## src/rtl/jpeg_pkg.sv

```systemverilog
// Shared definitions for the JPEG stream reader: register map, FSM states,
// bus byte-swap helper and EOI marker bytes.
package jpeg_pkg;
  localparam logic [2:0] REG_SRC   = 3'd0;
  localparam logic [2:0] REG_LEN   = 3'd1;
  localparam logic [2:0] REG_CTRL  = 3'd2;
  localparam logic [2:0] REG_COUNT = 3'd3;
  localparam logic [2:0] REG_ABORT = 3'd4;

  localparam logic [7:0] EOI_B0 = 8'hFF;
  localparam logic [7:0] EOI_B1 = 8'hD9;

  typedef enum logic [1:0] {IDLE, FETCH, DRAIN, DONE} rd_state_t;

  function automatic logic [31:0] byteswap32(input logic [31:0] v);
    return {v[7:0], v[15:8], v[23:16], v[31:24]};
  endfunction
endpackage

```

## src/rtl/jpeg_word_fifo.sv

```systemverilog
// Synchronous FIFO of 16-bit words with a 2-bit byte-valid mask per entry.
// Caller never pushes when full or pops when empty; flush wins over push/pop.
module jpeg_word_fifo #(
  parameter int DEPTH = 4
) (
  input  logic                       clk,
  input  logic                       rst,
  input  logic                       flush,
  input  logic                       push,
  input  logic [15:0]                push_data,
  input  logic [1:0]                 push_mask,
  input  logic                       pop,
  output logic [15:0]                head_data,
  output logic [1:0]                 head_mask,
  output logic [$clog2(DEPTH):0]     count,
  output logic                       empty
);
  localparam int AW = $clog2(DEPTH);
  localparam int CW = AW + 1;

  logic [DEPTH-1:0][17:0] mem;
  logic [AW-1:0] wp, rp;

  always_ff @(posedge clk)
    if (push) mem[wp] <= {push_mask, push_data};

  always_ff @(posedge clk) begin
    if (rst || flush) begin
      wp    <= '0;
      rp    <= '0;
      count <= '0;
    end else begin
      if (push) wp <= wp + AW'(1);
      if (pop)  rp <= rp + AW'(1);
      count <= count + CW'(push) - CW'(pop);
    end
  end

  assign head_data = mem[rp][15:0];
  assign head_mask = mem[rp][17:16];
  assign empty     = (count == '0);
endmodule

```

## src/rtl/jpeg_stream_reader.sv

```systemverilog
// DMA reader: fetches a JPEG byte stream over a 16-bit Avalon-MM master and
// emits it as a byte stream. Optional JPEG_EOI_DETECT_EN stops at FF D9.
module jpeg_stream_reader import jpeg_pkg::*; #(
  parameter int FIFO_DEPTH = 4
) (
  input  logic        clk,
  input  logic        rst,
  input  logic [2:0]  s_address,
  input  logic        s_read,
  input  logic        s_write,
  input  logic [31:0] s_writedata,
  output logic [31:0] s_readdata,
  input  logic        m_waitrequest,
  output logic [30:0] m_address,
  output logic        m_read,
  input  logic [15:0] m_readdata,
  output logic [1:0]  m_byteenable,
  output logic [7:0]  out_data,
  output logic        out_valid,
  input  logic        out_ready,
  output logic        irq
);
  localparam int CW = $clog2(FIFO_DEPTH) + 1;

  rd_state_t   state;
  logic [31:0] src, len, cur_addr, remaining, count, wval, consume, nxt_addr;
  logic        busy, lo_done;
  logic        wr_src, wr_len, wr_ctrl, wr_abort, start_ok;
  logic [15:0] head_data;
  logic [1:0]  head_mask, pend, new_mask;
  logic [CW-1:0] f_count;
  logic        f_empty, xfer, pop, push, flush, halt, rd_ack, last_word, room_next, eoi_hit;

  assign wval     = byteswap32(s_writedata);
  assign wr_src   = s_write && (s_address == REG_SRC);
  assign wr_len   = s_write && (s_address == REG_LEN);
  assign wr_ctrl  = s_write && (s_address == REG_CTRL);
  assign wr_abort = s_write && (s_address == REG_ABORT);
  // A read still in flight after an abort/EOI owns the bus; hold off new starts.
  assign start_ok = wr_ctrl && (state == IDLE) && !busy && !m_read;

  always_comb begin
    s_readdata = 32'h0;
    if (s_read)
      case (s_address)
        REG_SRC:   s_readdata = byteswap32(src);
        REG_LEN:   s_readdata = byteswap32(len);
        REG_CTRL:  s_readdata = byteswap32({31'b0, busy});
        REG_COUNT: s_readdata = byteswap32(count);
        default:   s_readdata = byteswap32(32'hdeadbeef);
      endcase
  end

  // Byte mask and byte consumption of the word at cur_addr.
  always_comb begin
    new_mask = 2'b11;
    consume  = 32'd2;
    if (cur_addr[0]) begin
      new_mask = 2'b10;
      consume  = 32'd1;
    end else if (remaining == 32'd1) begin
      new_mask = 2'b01;
      consume  = 32'd1;
    end
  end
  assign nxt_addr  = cur_addr + consume;
  assign last_word = (remaining == consume);

  assign pend      = head_mask & ~{1'b0, lo_done};
  assign out_valid = !f_empty;
  assign out_data  = pend[0] ? head_data[7:0] : head_data[15:8];
  assign xfer      = out_valid && out_ready;
  assign pop       = xfer && (pend != 2'b11);
  assign rd_ack    = m_read && !m_waitrequest;
  assign halt      = wr_abort || eoi_hit;
  assign flush     = halt;
  assign push      = rd_ack && (state == FETCH) && !halt;
  assign room_next = (int'(f_count) + 1 - int'(pop)) < FIFO_DEPTH;
  assign m_byteenable = 2'b11;

`ifdef JPEG_EOI_DETECT_EN
  logic prev_ff;
  always_ff @(posedge clk)
    if (rst || start_ok) prev_ff <= 1'b0;
    else if (xfer)       prev_ff <= (out_data == EOI_B0);
  assign eoi_hit = xfer && prev_ff && (out_data == EOI_B1) &&
                   (state == FETCH || state == DRAIN);
`else
  assign eoi_hit = 1'b0;
`endif

  jpeg_word_fifo #(.DEPTH(FIFO_DEPTH)) u_fifo (
    .clk(clk), .rst(rst), .flush(flush),
    .push(push), .push_data(m_readdata), .push_mask(new_mask),
    .pop(pop), .head_data(head_data), .head_mask(head_mask),
    .count(f_count), .empty(f_empty)
  );

  always_ff @(posedge clk) begin
    if (rst) begin
      state     <= IDLE;
      src       <= '0;
      len       <= '0;
      cur_addr  <= '0;
      remaining <= '0;
      count     <= '0;
      busy      <= 1'b0;
      lo_done   <= 1'b0;
      m_read    <= 1'b0;
      m_address <= '0;
      irq       <= 1'b0;
    end else begin
      irq <= 1'b0;
      if (wr_src && !busy) src <= wval;
      if (wr_len && !busy) len <= wval;
      if (xfer) begin
        count   <= count + 32'd1;
        lo_done <= !pop;
      end
      if (flush) lo_done <= 1'b0;
      if (rd_ack) m_read <= 1'b0;
      case (state)
        IDLE: if (start_ok) begin
          count <= '0;
          if (len == 32'd0) state <= DONE;
          else begin
            cur_addr  <= src;
            remaining <= len;
            busy      <= 1'b1;
            m_read    <= 1'b1;
            m_address <= src[31:1];
            state     <= FETCH;
          end
        end
        FETCH: if (rd_ack) begin
          cur_addr  <= nxt_addr;
          remaining <= remaining - consume;
          m_address <= nxt_addr[31:1];
          if (last_word) state <= DRAIN;
          else           m_read <= room_next;
        end else if (!m_read && int'(f_count) < FIFO_DEPTH) begin
          m_read <= 1'b1;
        end
        DRAIN: if (f_empty) state <= DONE;
        DONE: begin
          irq   <= 1'b1;
          busy  <= 1'b0;
          state <= IDLE;
        end
        default: state <= IDLE;
      endcase
      // Abort/EOI: stop issuing, but an in-flight read completes on the bus.
      if (halt) begin
        m_read <= m_read && !rd_ack;
        if (wr_abort) begin
          state <= IDLE;
          busy  <= 1'b0;
          irq   <= 1'b0;
        end else begin
          state <= DONE;
        end
      end
    end
  end
endmodule

```

## config.mk

```make
export PLATFORM = sky130hd
export DESIGN_NAME = jpeg_stream_reader
export DESIGN_NICKNAME = d
export VERILOG_FILES = /design/src/rtl/jpeg_pkg.sv /design/src/rtl/jpeg_word_fifo.sv /design/src/rtl/jpeg_stream_reader.sv
export SDC_FILE = /design/constraint.sdc
export NUM_CORES = 1
export LEC_CHECK = 0
export BUFFER_PORTS_ARGS = -buffer_cell sky130_fd_sc_hd__buf_2
export CAP_MARGIN = 20
export CORE_ASPECT_RATIO = 1.75
export CORE_MARGIN = 2
export CORE_UTILIZATION = 45
export CTS_CLUSTER_DIAMETER = 40
export DETAILED_ROUTE_END_ITERATION = 6
export PLACE_DENSITY = 0.74
export SYNTH_ARGS = -nofsm -noshare
export SYNTH_HDL_FRONTEND = slang
export SYNTH_SLANG_ARGS = --single-unit
```

## constraint.sdc

```tcl
create_clock -name clk -period 4.8 [get_ports clk]
set_input_delay 0.96 -clock clk [delete_from_list [all_inputs] [get_ports clk]]
set_output_delay 0.96 -clock clk [all_outputs]
set_load 0.02 [all_outputs]
```

==> results.sh, run 1 <==
export IMPL_asyncSetResetFlopFracSynth=0
export IMPL_arr_time_crit_path_ns=4.72
export IMPL_finalNonFillerCells=1916
export IMPL_cp_end_kind="flip-flop"
export IMPL_top_level_ports=133
export IMPL_area_growth_syn_to_layout_pct=11.9
export IMPL_grt_util_met1=0.291
export IMPL_power_density_nw_per_um2=359
export IMPL_number_of_max_cap_violations=0
export IMPL_synth_cell_types=81
export IMPL_clockRootBuffer="clkbuf_16"
export IMPL_timing_worst_slew_pin_value_ns=0.962
export IMPL_worst_r2r_endpoint="remaining[16]"
export IMPL_gr_max_usage_layer="met2"
export IMPL_clock_sink_count=245
export IMPL_grt_antenna_before_repair=1
export IMPL_die_y_um=229
export IMPL_holdCritPathClass="flip-flop to flip-flop"
export IMPL_r2r_worst_path_cells=13
export IMPL_irDropWorstVdd_mv=0.255
export IMPL_global_route_wire_length_before_repair_um=62800
export IMPL_final_max_slew_viol_count=0
export IMPL_post_cts_hold_buffer_count=0
export IMPL_crit_path_end="remaining[16]"
export IMPL_grt_use_met2=0.448
export IMPL_placed_cells_incl_taps=1866
export IMPL_dr_first_iter_drc_count=1241
export IMPL_drcViolationCount=0
export IMPL_static_leakage_power_nw=5.23
export IMPL_grt_pass1_vias=11200
export IMPL_antenna_violating_nets_post_route=0
export IMPL_most_used_flip_flop_cell_after_synthesis="dfxtp_1"
export IMPL_post_route_cells_drive_above_1_share=0.155
export IMPL_rsz0062_at_grt="no"
export IMPL_detail_route_vias_per_cell=6.18
export IMPL_core_rowCount=82
export IMPL_dp_hpwl_um=28300
export IMPL_worst_r2r_startpoint="remaining[4]"
export IMPL_post_route_setup_tns_ns=0
export IMPL_clk_transition_reported_paths_ns=0.07
export IMPL_synth_edff_count=72
export IMPL_hold_viol=0
export IMPL_worst_hold_slack_ns=0.477
export IMPL_nets_final=1591
export IMPL_grt_use_total=0.258
export IMPL_groute_layer_met3_usage=0.0315
export IMPL_maximum_number_of_pins_on_one_net_before_global_route_repair=90
export IMPL_run_status="finished clean"
export IMPL_io_buffers=130
export IMPL_maxSlewHeadroom=0.359
export IMPL_clock_insertion_delay_at_the_later_pin_of_the_skew_report_ns=0.55
export IMPL_critPathMaxStageDelay_ns=0.74
export IMPL_cells_along_the_critical_path="or4_1, nor3_4, nand4_2, o21ai_0, buf_4, ha_1, inv_1, fa_1, or3_1, nor3_2, nand3_1, a22o_1, a32o_1"
export IMPL_number_of_optimization_iterations_in_the_first_detailed_route_pass=6
export IMPL_synthesis_instances=1474
export IMPL_cts_htree_levels=1
export IMPL_number_of_buffers_inserted_by_post_cts_setup_repair=0
export IMPL_setup_viol_count_final=0
export IMPL_worst_path_max_delay_cell="or4_1"
export IMPL_r2r_setup_slk_ns=0.51
export IMPL_clock_fmax_mhz=233
export IMPL_grt_overflow_total=0
export IMPL_tritoncts="yes"
export IMPL_skew_ns=0.0193
export IMPL_startpoint_type="flip-flop"
export IMPL_layout_worst_path_cycle_share=0.894
export IMPL_critical_path_class="flip-flop to flip-flop"
export IMPL_yosys_warnings=0
export IMPL_final_util=0.509
export IMPL_syn_avg_cell_area_sq_um=8.81
export IMPL_cts_made_buffers=26
export IMPL_critical_path_peak_fanout=8
export IMPL_floorplan_die_area_sq_um=30300
export IMPL_routed_via_count=11800
export IMPL_synth_sequential_area_ratio=0.433
export IMPL_clock_path_buffers=3
export IMPL_coreArea_sq_um=28500
export IMPL_finalCriticalPeriod_ns=4.29
export IMPL_gp_congestion=0.947
export IMPL_post_cts_resized_instances=0
export IMPL_floorplan_die_width_um=132
export IMPL_initial_standard_cell_utilization_of_the_core=0.455
export IMPL_synth_cell_area_sq_um=13000
export IMPL_timing_critical_path_required_ns=5.23
export IMPL_routed_wire_length_per_instance_um=21.0
export IMPL_synth_seq_cells=245
export IMPL_crit_path_start="remaining[4]"
export IMPL_drt_total_wl_um=40300
## where the power goes
group          leakage (nW)  internal (mW)  switching [mW]
registers              2.03           2.17          0.0554
clock network         0.407           1.12           0.887
logic                  2.79          0.349           0.631
total                  5.23           3.64            1.57
## layout by cell type (no fill, tap or decap), types with 17 or more instances in the layout
cell type  netlist  final
o21ai_0         43     43
dfxtp_1        173    173
buf_2           10    129
mux2i_1         52     52
nand2_1        232    231
buf_4           33     29
nor4_1          23     23
nand4_1         29     29
a22oi_1         22     22
edfxtp_1        72     72
nand3_1         38     38
nor2_1          86     84
inv_1           26     25
nor3_1          32     32
and2_1          30     30
xor2_1          17     17
clkbuf_16        0     27
o32ai_1         36     36
a21oi_1        159    159
## area by class of cell
type / count / area (sq um)
well taps: 378 / 473
clock inverters: 15 / 136
repair buffers: 160 / 911
diodes: 1 / 2.50
inverters: 27 / 101
clock buffers: 33 / 708
fillers: 2714 / 14000
flip-flops and latches: 245 / 5630
multi-input cells: 1057 / 6560
## stage by stage
stage / cell area (sq um) / power, mW / setup WS (ns)
3_5_place_dp: 13600 / 3.23 / 0.610
5_1_grt: 14500 / 5.40 / 0.310
3_3_place_gp: 13600 / 3.21 / 0.790
4_1_cts: 14500 / 5.22 / 0.574
6_report: 14500 / 5.21 / 0.507
2_1_floorplan: 13000 / 2.95 / 0.961
## sequential cells by signal, summed over array words and instances (netlist names), 3 cells and up
| name | flops |
|---|---|
| m_address | 31 |
| count | 32 |
| remaining | 32 |
| src | 32 |
| len | 32 |
| u_fifo.count | 3 |
| u_fifo.mem | 72 |
## cell families after synthesis
group	Yosys count	synth area share
AND/OR/NAND/NOR	571	0.220
AO/OA/AOI/OAI	379	0.190
other	1	0.000289
XOR/XNOR	24	0.0162
multiplexers	64	0.0601
buffers and inverters	173	0.0623
adder cells (fa/ha/maj)	17	0.0175
flip-flops	245	0.433
## Yosys cell counts, types with 6 or more instances
cell type / count / area (sq um)
ha_1: 15 / 188
or3_1: 12 / 75.1
buf_4: 33 / 248
xnor2_1: 7 / 61.3
mux4_2: 11 / 248
a2bb2oi_1: 8 / 70.1
a31oi_1: 13 / 81.3
nand3_1: 38 / 190
and2_1: 30 / 188
xor2_1: 17 / 149
and3_1: 15 / 93.8
and4_1: 13 / 114
o22ai_1: 7 / 43.8
or4_1: 15 / 113
dfxtp_1: 173 / 3460
o21ai_0: 43 / 215
o21a_1: 12 / 90.1
nand4_1: 29 / 181
nor4_1: 23 / 144
o31ai_1: 11 / 82.6
nor3_1: 32 / 160
clkbuf_1: 83 / 312
edfxtp_1: 72 / 2160
nor2b_1: 14 / 87.6
a22oi_1: 22 / 165
nand2_1: 232 / 871
buf_1: 17 / 63.8
a221oi_1: 12 / 105
nand2b_1: 6 / 37.5
a21oi_1: 159 / 796
buf_2: 10 / 50.1
inv_1: 26 / 97.6
nor2_1: 86 / 323
o32ai_1: 36 / 315
mux2i_1: 52 / 521
## layer usage
layer,vias to the layer above,part of all wire
met5,-,0
met4,0,0.077
met3,134,0.066
met2,575,0.50
met1,5655,0.36
li1,5485,-
## worst max-delay path: cells and delay by family (launching register included)
kind,cells,cell delay [ns]
and+or+nand+nor,6,2.34
AOI/OAI and AO/OA,3,0.67
adders and majority gates,2,0.58
DFF,1,0.37
buffers and inverters,2,0.22
## worst min-delay path by stage
stage / cells after the start / endpoint / slack, ns / startpoint
floorplan: 2 / remaining[31] / 0.44 / remaining[31]
global placement: 2 / remaining[31] / 0.45 / remaining[31]
detailed placement: 2 / remaining[31] / 0.46 / remaining[31]
CTS: 2 / remaining[31] / 0.47 / remaining[31]
global route: 2 / m_address[30] / 0.49 / m_address[30]
finish: 2 / src[8] / 0.48 / src[8]
(Power assumes the default switching activity.)
==> run 2, diff against run 1 <==
- SYNTH_HIERARCHICAL: unset -> 1
==> run 2 against run 1 <==
Net effect: clock skew decreased by 0.0044 ns; flip-flop and latch count unchanged; non-clock buffer count increased by 2; critical path type unchanged.
==> results.sh, run 2 <==
export IMPL_run_status="finished clean"
export IMPL_skew_ns=0.0149
export IMPL_io_buffers=130
export IMPL_syn_avg_cell_area_sq_um=9.07
export IMPL_post_cts_hold_buffer_count=0
export IMPL_number_of_buffers_inserted_by_post_cts_setup_repair=0
export IMPL_grt_pass1_vias=10800
export IMPL_p_int_mw=3.79
export IMPL_clock_path_buffers=3
export IMPL_floorplan_die_width_um=131
export IMPL_tritoncts="yes"
export IMPL_hold_viol=0
export IMPL_power_density_nw_per_um2=389
export IMPL_static_leakage_power_nw=5.08
export IMPL_share_seq_of_total_power=0.399
export IMPL_clock_insertion_delay_at_the_later_pin_of_the_skew_report_ns=0.54
export IMPL_critical_path_peak_fanout=21
export IMPL_mostFrequentLayoutCell="nand2_1"
export IMPL_finalCriticalPeriod_ns=4.15
export IMPL_initial_standard_cell_utilization_of_the_core=0.457
export IMPL_synth_sequential_area_ratio=0.440
export IMPL_startpoint_type="flip-flop"
export IMPL_p_switching_mw=1.79
export IMPL_p_clk_frac=0.357
export IMPL_timing_worst_slew_pin_value_ns=0.966
export IMPL_sw_frac_of_total=0.321
export IMPL_nets_final=1526
export IMPL_final_max_slew_viol_count=0
export IMPL_maximum_number_of_pins_on_one_net_before_global_route_repair=70
export IMPL_clock_fmax_mhz=241
export IMPL_final_fill_count=2632
export IMPL_layout_worst_path_cycle_share=0.864
export IMPL_synth_top_cells_by_count="nand2_1, dfxtp_1, a21oi_1, clkbuf_1, nor2_1"
export IMPL_drcViolationCount=0
export IMPL_cts_htree_levels=1
export IMPL_placed_cells_incl_taps=1799
export IMPL_grt_use_total=0.252
export IMPL_core_rowCount=81
export IMPL_asyncSetResetFlopFracSynth=0
export IMPL_area_growth_syn_to_layout_pct=12.2
export IMPL_setup_viol_count_final=0
export IMPL_finalNonFillerCells=1846
export IMPL_clock_sink_count=245
export IMPL_power_total_mw=5.59
export IMPL_irDropWorstVdd_mv=0.239
export IMPL_synth_top_cells_by_area="dfxtp_1, edfxtp_1, nand2_1"
export IMPL_largest_register_ff_count=72
export IMPL_routed_wire_length_per_instance_um=21.0
export IMPL_most_used_flip_flop_cell_after_synthesis="dfxtp_1"
export IMPL_share_of_power_burned_in_combinational_logic=0.244
export IMPL_post_cts_resized_instances=0
export IMPL_dp_hpwl_um=27400
export IMPL_placement_setup_worst_slack_ns=0.685
export IMPL_post_route_cells_drive_above_1_share=0.195
export IMPL_top_level_ports=133
export IMPL_critical_path_class="flip-flop to flip-flop"
export IMPL_cts_made_buffers=25
export IMPL_synth_cell_types=73
export IMPL_clk_transition_reported_paths_ns=0.07
export IMPL_dr_first_iter_drc_count=1063
export IMPL_floorplan_die_area_sq_um=29900
export IMPL_cp_end_kind="flip-flop"
export IMPL_maxSlewHeadroom=0.356
export IMPL_routed_via_count=11500
export IMPL_yosys_warnings=6
export IMPL_synth_largest_area_cell="dfxtp_1"
export IMPL_synthesis_instances=1411
export IMPL_arr_time_crit_path_ns=4.59
export IMPL_holdCritPathClass="flip-flop to flip-flop"
export IMPL_number_of_optimization_iterations_in_the_first_detailed_route_pass=5
export IMPL_mostFrequentLayoutCells="nand2_1, dfxtp_1, a21oi_1, buf_2, nor2_1"
export IMPL_coreArea_sq_um=28000
export IMPL_rsz0062_at_grt="no"
export IMPL_grt_antenna_before_repair=0
export IMPL_global_route_wire_length_before_repair_um=60700
export IMPL_grt_overflow_total=0
export IMPL_worst_hold_slack_ns=0.468
export IMPL_synthMostInstantiatedCell="nand2_1"
export IMPL_synth_cell_area_sq_um=12800
export IMPL_post_route_setup_tns_ns=0
export IMPL_share_of_the_synthesized_area_in_the_top_cell_type=0.271
export IMPL_drt_total_wl_um=38700
export IMPL_gp_congestion=0.918
export IMPL_max_flop_register="u_fifo/mem"
export IMPL_detail_route_vias_per_cell=6.22
export IMPL_number_of_max_cap_violations=0
export IMPL_synth_seq_cells=245
export IMPL_timing_critical_path_required_ns=5.24
export IMPL_fin_ws_ns=0.654
export IMPL_clockRootBuffer="clkbuf_16"
export IMPL_die_y_um=227
export IMPL_synth_edff_count=72
export IMPL_antenna_violating_nets_post_route=0
-- run 2: cell count changes in the layout (fill, tap and decap cells not counted), moves of 9 or more --
cell | previous run | this run
a221oi_1 | 12 | 26
xor2_1 | 17 | 8
o21a_1 | 12 | 3
and2_1 | 30 | 12
mux2_2 | 1 | 40
mux2i_1 | 52 | 6
nor2b_1 | 14 | 42
a31oi_1 | 13 | 22
nand2_1 | 231 | 210
nand3_1 | 38 | 25
o21ai_0 | 43 | 26
-- run 2: path summary, 6_finish.rpt --
kind                               startpoint       endpoint  slack [ns]  cells after the start
worst min register to register  remaining[29]  remaining[29]        0.47                      2
worst min-delay path            remaining[29]  remaining[29]        0.47                      2
worst max-delay path            remaining[10]  remaining[14]        0.65                     14
worst max register to register  remaining[10]  remaining[14]        0.65                     14
-- run 2: routing by layer --
metal | vias to the layer above | global-route usage | routed length, um
met3 | 92 | 0.0287 | 2380
met5 | - | 0 | 0
met1 | 5633 | 0.299 | 14700
li1 | 5263 | - | -
met2 | 495 | 0.455 | 19900
met4 | 0 | 0.120 | 1750
-- run 2: logic make-up (layout without fill, tap and decap cells) --
logic type	after synthesis	in the layout	synth area share
AO/OA/AOI/OAI	365	365	0.191
adder cells (fa/ha/maj)	16	16	0.0168
buffers and inverters	183	243	0.0654
other	1	3	0.000293
flip-flops	245	245	0.440
AND/OR/NAND/NOR	515	515	0.198
multiplexers	65	65	0.0736
XOR/XNOR	21	21	0.0154
-- run 2: cell type report --
cell class / count / area (sq um) / share of cell area
Timing Repair Buffer: 162 / 918 / 0.0640
Clock inverter: 16 / 171 / 0.0119
Clock buffer: 30 / 664 / 0.0463
Multi-Input combinational cell: 984 / 6370 / 0.444
Antenna cell: 1 / 2.50 / 0.000174
Sequential cell: 245 / 5630 / 0.392
Inverter: 35 / 131 / 0.00915
Tap cell: 373 / 467 / 0.0325
-- run 2: power groups by stage --
| stage | Combinational (mW) | Clock (mW) | Sequential, mW |
|---|---|---|---|
| 2_1_floorplan | 1.00 | 0 | 2.26 |
| 3_3_place_gp | 1.31 | 0 | 2.27 |
| 3_5_place_dp | 1.33 | 0 | 2.27 |
| 4_1_cts | 1.34 | 2.03 | 2.23 |
| 5_1_grt | 1.48 | 2.10 | 2.23 |
| 6_report | 1.36 | 2.00 | 2.23 |
-- run 2: critical path, cell delays in order (launching register included) --
cell and delay (ns):
dfxtp_1 0.37, or4_1 0.69, nor4_4 0.31, buf_4 0.24, nand3_2 0.16, nor3_1 0.28, or2_2 0.22, ha_1 0.17
inv_1 0.05, fa_1 0.46, nor3_2 0.20, buf_4 0.27, nand2_1 0.11, o32a_1 0.32, o32ai_1 0.20
-- run 2: per-stage QoR --
step | cell area [sq um] | utilization
floorplan | 12800 | -
global placement | 13500 | 0.483
detailed placement | 13500 | 0.483
CTS | 14400 | 0.513
global route | 14400 | 0.513
finish | 14400 | 0.513
